==> src/rtl/if_stage.sv <==
// Instruction-fetch stage: PC register, instruction-memory address, IF/ID register.
// Optional MISALIGN_TRAP_EN: a misaligned redirect raises a sticky fetch_fault and freezes fetch.
module if_stage #(
  parameter logic [31:0] RESET_PC = 32'h0000_0000
) (
  input  logic        clk,
  input  logic        reset,
  input  logic        stall,
  input  logic        redirect,
  input  logic [31:0] redirect_pc,
  output logic [31:0] imem_pc,
  input  logic [31:0] imem_instr,
  output logic        ifid_valid,
  output logic [31:0] ifid_pc,
  output logic [31:0] ifid_pc4,
  output logic [31:0] ifid_instr,
  output logic        fetch_fault
);

  localparam int unsigned XLEN = 32;

  logic [XLEN-1:0] pc;
  logic [XLEN-1:0] pc_plus4;
  logic [XLEN-1:0] target;
  logic            frozen;

  assign pc_plus4 = pc + XLEN'(4);
  // Low address bits are always dropped; the trap build inspects them separately.
  assign target   = redirect_pc & ~XLEN'(3);
  assign imem_pc  = pc;

`ifdef MISALIGN_TRAP_EN
  logic fault;

  always_ff @(posedge clk) begin
    if (reset) begin
      fault <= 1'b0;
    end else if (!fault && redirect && (redirect_pc[1:0] != 2'b00)) begin
      fault <= 1'b1;
    end
  end

  assign frozen      = fault;
  assign fetch_fault = fault;
`else
  assign frozen      = 1'b0;
  assign fetch_fault = 1'b0;
`endif

  // Priority: reset > frozen > redirect > stall > normal fetch.
  always_ff @(posedge clk) begin
    if (reset) begin
      pc         <= RESET_PC;
      ifid_valid <= 1'b0;
      ifid_pc    <= '0;
      ifid_pc4   <= '0;
      ifid_instr <= '0;
    end else if (!frozen) begin
      if (redirect) begin
        pc         <= target;
        ifid_valid <= 1'b0;
        ifid_instr <= '0;
      end else if (!stall) begin
        pc         <= pc_plus4;
        ifid_valid <= 1'b1;
        ifid_pc    <= pc;
        ifid_pc4   <= pc_plus4;
        ifid_instr <= imem_instr;
      end
    end
  end

endmodule

==> config.mk <==
export PLATFORM = sky130hd
export DESIGN_NAME = if_stage
export DESIGN_NICKNAME = d
export VERILOG_FILES = /design/src/rtl/if_stage.sv
export SDC_FILE = /design/constraint.sdc
export NUM_CORES = 1
export LEC_CHECK = 0
export ABC_AREA = 0
export CAP_MARGIN = 25
export CELL_PAD_IN_SITES_DETAIL_PLACEMENT = 1
export CELL_PAD_IN_SITES_GLOBAL_PLACEMENT = 1
export CORE_MARGIN = 4
export CORE_UTILIZATION = 35
export CTS_CLUSTER_DIAMETER = 60
export DETAILED_ROUTE_END_ITERATION = 16
export GPL_ROUTABILITY_DRIVEN = 0
export PLACE_DENSITY = 0.95
export SYNTH_ARGS = -nofsm -noshare
export SYNTH_HDL_FRONTEND = slang
export SYNTH_SLANG_ARGS = --single-unit
==> constraint.sdc <==
create_clock -name clk -period 4.5 [get_ports clk]
set_clock_uncertainty 0.05 [all_clocks]
set_input_delay 0.45 -clock clk [delete_from_list [all_inputs] [get_ports clk]]
set_output_delay 0.45 -clock clk [all_outputs]
set_load 0.05 [all_outputs]
==> reports/qor.yml <==
synthesis:
  synth_compound_area_frac: 0.157
  cells_after_synth: 653
  synthesized_flop_and_latch_total: 123
  synth_xor_xnor_area_share: 0.0320
  yosysWarnings: 0
  syn_area_um2: 5480
  yosys.area_share.simple: 0.232
  synth_enable_flop_cells: 0
  average_cell_area_after_synthesis_um2: 8.39
  postSynth.asyncResetShare: 0
  synth_cell_type_count: 47
  synth_top_family_by_area: "simple AND/OR/NAND/NOR gates"
  yosys-mux-area-fraction: 0.0603
  seq_area_frac_synth: 0.450
  post_synth_fa_ha_maj_area_fraction: 0.00228
  synth_ff_type: "dfxtp_1"
die:
  rows: 45
  design.die.area_um2: 17700
  dieWidth_um: 133
  core_um2: 15300
  die_height_um: 133
  initial_util: 0.359
  io_pins: 198
clocking:
  clk_transition_reported_paths_ps: 60
  tritoncts: "yes"
  numClockSinks: 123
  clock_latency_ps: 420
  cts.path.max_buffers: 2
  tritoncts.num_buffers: 17
  resized_cells_post_cts: 0
  cts-hold-fix-buffers: 0
  clk_root_buffer_cell: "clkbuf_16"
  cts-htree-levels: 4
  setup_bufs_post_cts: 0
power:
  power.combinational.fraction: 0.182
  power.density_nw_per_um2: 377
  switching_share: 0.300
  p_int_mw: 2.10
  seq_power_share: 0.403
  power_leakage_nw: 2.79
  power_frac_clock: 0.415
  power.ir.vdd_worst_v: 0.000245
  netSwitchingPower_mw: 0.904
finish:
  utilization: 0.522
  layout_cell_share_with_drive_strength_beyond_1: 0.0597
  nets: 879
  area.growth.synth_to_final_pct: 45.5
  ff_latch_area_um2: 2460
  final-instance-count-excl-fill: 1032
  antennaDiodeCount: 0
  fillCellCount: 1770
  multi_input_comb_area_um2: 2680
  mostFrequentLayoutCell: "clkdlybuf4s50_1"
  design_area_um2: 7970
  final_cell_mix: "186 x clkdlybuf4s50_1, 123 x dfxtp_1, 91 x nor2_1, 81 x nand2_1, 41 x a21oi_1"
run:
  number_of_max_cap_violations: 0
global_routing:
  antenna_found_initial: 1
  global_route.overflow_total: 0
  global_route_wire_length_before_repair_um: 31200
  grt_start_max_net_pins: 57
  grt_pass1_vias: 5758
  grt_util_all_layers: 0.220
setup_path:
  critical_path_arrival_ps: 3200
  criticalPathCategory: "flip-flop to flip-flop"
  worstPathCellList: "nand4_2, or4_1, o41a_1, a2111oi_0"
  setup.worst_path.end_class: "flip-flop"
  crit_fanout: 23
  worst_path_max_delay_cell: "or4_1"
  timing.reg2reg.setup_slack_ps: 1540
  r2r.worst_path.cells: 4
  critical_path.max_stage_delay_ps: 910
  worstPathRequired_ps: 4740
  worst_r2r_startpoint: "imem_pc[6]"
  capture_instance_of_the_worst_register_to_register_path: "imem_pc[27]"
  critical_path.startpoint_type: "flip-flop"
drt:
  route.detailed.vias_per_inst: 5.33
  route.vias.total: 5500
  count_of_antenna_violating_nets_left_after_detailed_routing: 0
  sum_of_routed_wire_length_over_all_layers_um: 19700
  first_pass_iters: 5
  drc: 0
  routed_wire_length_per_instance_um: 19.0
  drt-initial-drc-count: 324
sta:
  hold_violation_total_from_the_final_report: 0
  drv_slew: 0
  setup_repair_after_global_routing_missed_its_margin: "no"
  totalNegativeSetupSlack_ps: 0
  maxClockFrequency_ghz: 0.338
  fin_crit_ps: 2960
  worst_slew_margin_rel: 0.378
  finalSetupViolCount: 0
  worstMarginPinSlew_ps: 926
  hold-worst-slack_ps: 187
  min_period_over_period: 0.657
worst_hold_path:
  worst_hold_path_type: "primary input to flip-flop"
  worst_hold_path.num_cells: 2
  timing.hold.worst_endpoint: "ifid_pc[25]"
  worstHoldStart: "reset"
placement:
  place.detailed.instances: 1000
  hpwlAfterDp_um: 14000
  place.port_buffers: 188
  placement.cell_area_um2: 7420
outcome:
  run_status: "finished, final reports clean"
## synth_stat cells (8+ instances only)
cell type  number  area (um^2)
nand3_1        10         50.1
clkbuf_1       41          154
a211oi_1       23          173
dfxtp_1       123         2460
nand2_1        81          304
nor4_1         26          163
or3_1           9         56.3
a2111oi_0       8         70.1
inv_1          17         63.8
xnor2_1        15          131
buf_2          12         60.1
mux2i_1        33          330
o21ai_0        14         70.1
a21oi_1        41          205
a311oi_1       18          158
nor3_1          8         40.0
nor2_1         92          345
or4_1           9         67.6
## state kept, by name, indices dropped and copies added (netlist names)
signal	flops
ifid_instr	32
ifid_pc4	30
ifid_valid	1
imem_pc	30
ifid_pc	30
## critical path: cells and delay by family, from the launching register on
| family | cells | cell delay (ps) |
|---|---|---|
| and+or+nand+nor | 2 | 1460 |
| DFF | 1 | 570 |
| AOI/OAI and AO/OA | 2 | 740 |
## layout make-up
type                       count  area share
multi-input combinational    452       0.336
sequential                   123       0.309
timing repair buffer         199       0.248
clock buffer                  21      0.0565
tap                          211      0.0331
clock inverter                 9     0.00942
inverter                      17     0.00801
## power groups by stage
stage          clock (mW)  sequential, mW  combinational [mW]
2_1_floorplan           0            1.39               0.179
6_report             1.25            1.21               0.547
3_3_place_gp            0            1.23               0.536
5_1_grt              1.32            1.22               0.580
4_1_cts              1.27            1.21               0.547
3_5_place_dp            0            1.23               0.545
## layer usage
metal	GRT usage	vias to the layer above	share of wire	wire [um]
li1	-	2616	-	-
met1	0.263	2620	0.41	8020
met2	0.345	218	0.46	9130
met3	0.0989	44	0.098	1930
met4	0.0897	2	0.029	572
met5	0	-	0.00066	13
## through the flow
| stage | setup WS (ps) | power [mW] |
|---|---|---|
| global route | 1300 | 3.12 |
| finish | 1540 | 3.01 |
| CTS | 1570 | 3.03 |
| global placement | 1700 | 1.77 |
| floorplan | 1950 | 1.57 |
| detailed placement | 1550 | 1.78 |
## logic make-up after synthesis
logic type,Yosys count
multiplexers,33
AND/OR/NAND/NOR,265
buffers and inverters,84
XOR/XNOR,20
flip-flops,123
adder cells (fa/ha/maj),1
other,1
AO/OA/AOI/OAI,126
## how the worst max path moves through the flow
stage / cells past startpoint / end / from
2_1_floorplan: 6 / ifid_pc4[23] / imem_pc[12]
3_3_place_gp: 4 / imem_pc[27] / imem_pc[6]
3_5_place_dp: 4 / imem_pc[28] / imem_pc[6]
4_1_cts: 4 / imem_pc[28] / imem_pc[6]
5_1_grt: 4 / imem_pc[29] / imem_pc[6]
6_report: 4 / imem_pc[27] / imem_pc[6]
Note: power is estimated with default switching activity, not from simulation.
==> variant, RTL diff (same settings) <==
Add a define of `MISALIGN_TRAP_EN`.
--- a/src/rtl/if_stage.sv
+++ b/src/rtl/if_stage.sv
@@ -1,5 +1,7 @@
 // Instruction-fetch stage: PC register, instruction-memory address, IF/ID register.
 // Optional MISALIGN_TRAP_EN: a misaligned redirect raises a sticky fetch_fault and freezes fetch.
+`define MISALIGN_TRAP_EN
+
 module if_stage #(
   parameter logic [31:0] RESET_PC = 32'h0000_0000
 ) (
Formal check against the unedited RTL: not equivalent (a bounded check fails within 4 cycles, from zero or initial values and one cycle with reset high).
==> variant against the original RTL <==
Largest cell class unchanged. Setup slack improved by 330 ps. Combinational power rose by 6.2%. Area after synthesis rose by 1.8%. Cell area rose by 1.4%. Wire length rose by 0.68%. Sequential cell count rose by 1. Total power rose by 7.9%. Fmax rose by 13%. Via count rose by 0.95%.
==> variant: results (changes against the original RTL) <==
[placement]
hpwl_um=13100  ; -6.7%
dp_cells=1011  ; +1.1%
numPortBuffers=191  ; +1.6%

[yosys]
synth.avg_cell_area_um2=8.33  ; -0.76%
seq_area_frac_synth=0.445  ; -0.00448
synth_common_cells=124 x dfxtp_1, 90 x nand2_1, 88 x nor2_1
synthTopCellsByArea=dfxtp_1 45%, nand2_1 6.1%, nor2_1 5.9%

[global_route]
grt_pass1_vias=5732  ; -0.45%
grt_max_degree=100  ; +75%
grt_use_total=0.215  ; -0.00464
grt_pass1_wl_um=30700  ; -1.4%
antenna_found_initial=0  ; -1

[worst_setup_path]
worstReg2RegEnd=imem_pc[26]
max_stage_delay_ps=630  ; -280 ps
cp.arrival_ps=2910  ; -290 ps
r2r_setup_slack_ps=1960  ; +420 ps
critPathMaxFanout=42  ; +83%
critPathLaunch=stall
r2r-start=imem_pc[2]

[power_and_ir_drop]
vdd_drop_max_mv=0.267  ; +9.0%
p_leak_nw=2.81  ; +0.60%

[final_layout]
nonClkBufAreaFrac=0.245  ; -0.00248
drive_above_1_share=0.0624  ; +0.00267
clock_area_frac=0.0745  ; +0.00854
clockBufferCount=24  ; +14%
nMultiInputCombCells=478  ; +5.8%
inv_count=3  ; -14
fin_nets=890  ; +1.3%
nNonClkBuffers=197  ; -1.0%
sh_seq_area=0.307  ; -0.00178
fillCellCount=1817  ; +2.7%
n_sequential_cell=124  ; +0.81%
seqCellArea_um2=2480  ; +0.81%

[run_status]
status=finished clean

[sta]
tightestPinTransition_ps=982  ; +55.7 ps

[route]
drtIter0Drc=265  ; -18%
vias=5552  ; +0.95%
finalWirelength_um=19800  ; +0.68%

[hold_path]
hold_path.class=reg -> reg
hold_start=ifid_pc[13]

[variant: cell types whose count changed after synthesis, moves of 12 or more]
cell      change
a22oi_1      +36
a21oi_1      +19
nor4_1       -23
nand3_1      +12
inv_1        -14
a311oi_1     -16
mux2i_1      -28
[variant: metal layers]
metal / part of all wire / global-route usage / vias up
met3: 0.082 / 0.0806 / 19
met2: 0.49 / 0.364 / 176
li1: - / - / 2654
met5: 0 / 0 / -
met1: 0.42 / 0.254 / 2703
met4: 0.013 / 0.0656 / 0
[variant: kinds of logic (layout without fill, tap and decap cells)]
group                    after synthesis  in the layout  synth area share
AO/OA/AOI/OAI                        169            169             0.197
XOR/XNOR                              28             28            0.0440
adder cells (fa/ha/maj)                1              1           0.00224
buffers and inverters                 73            232            0.0686
flip-flops                           124            124             0.445
multiplexers                           6              6            0.0110
other                                  1              6          0.000672
AND/OR/NAND/NOR                      268            268             0.232
[variant: worst min-delay path by stage]
| stage | to | slack, ps | cells past startpoint |
|---|---|---|---|
| 2_1_floorplan | ifid_instr[0] | 560 | 2 |
| 3_3_place_gp | ifid_pc[4] | 390 | 2 |
| 3_5_place_dp | ifid_pc[25] | 400 | 2 |
| 4_1_cts | ifid_pc[16] | 410 | 2 |
| 5_1_grt | ifid_instr[23] | 420 | 2 |
| 6_report | ifid_pc[13] | 400 | 2 |
[variant: worst min-delay path: cells and delay by family, from the launching register on]
| kind | cells | cell delay, ps |
|---|---|---|
| flops | 1 | 300 |
| simple gates | 1 | 50 |
| compound gates | 1 | 50 |
[variant: where the power goes]
part / internal, W / switching (W) / total (W)
clock: 0.000938 / 0.000501 / 0.00144
combinational: 0.000212 / 0.000369 / 0.000581
sequential: 0.00115 / 0.0000747 / 0.00123
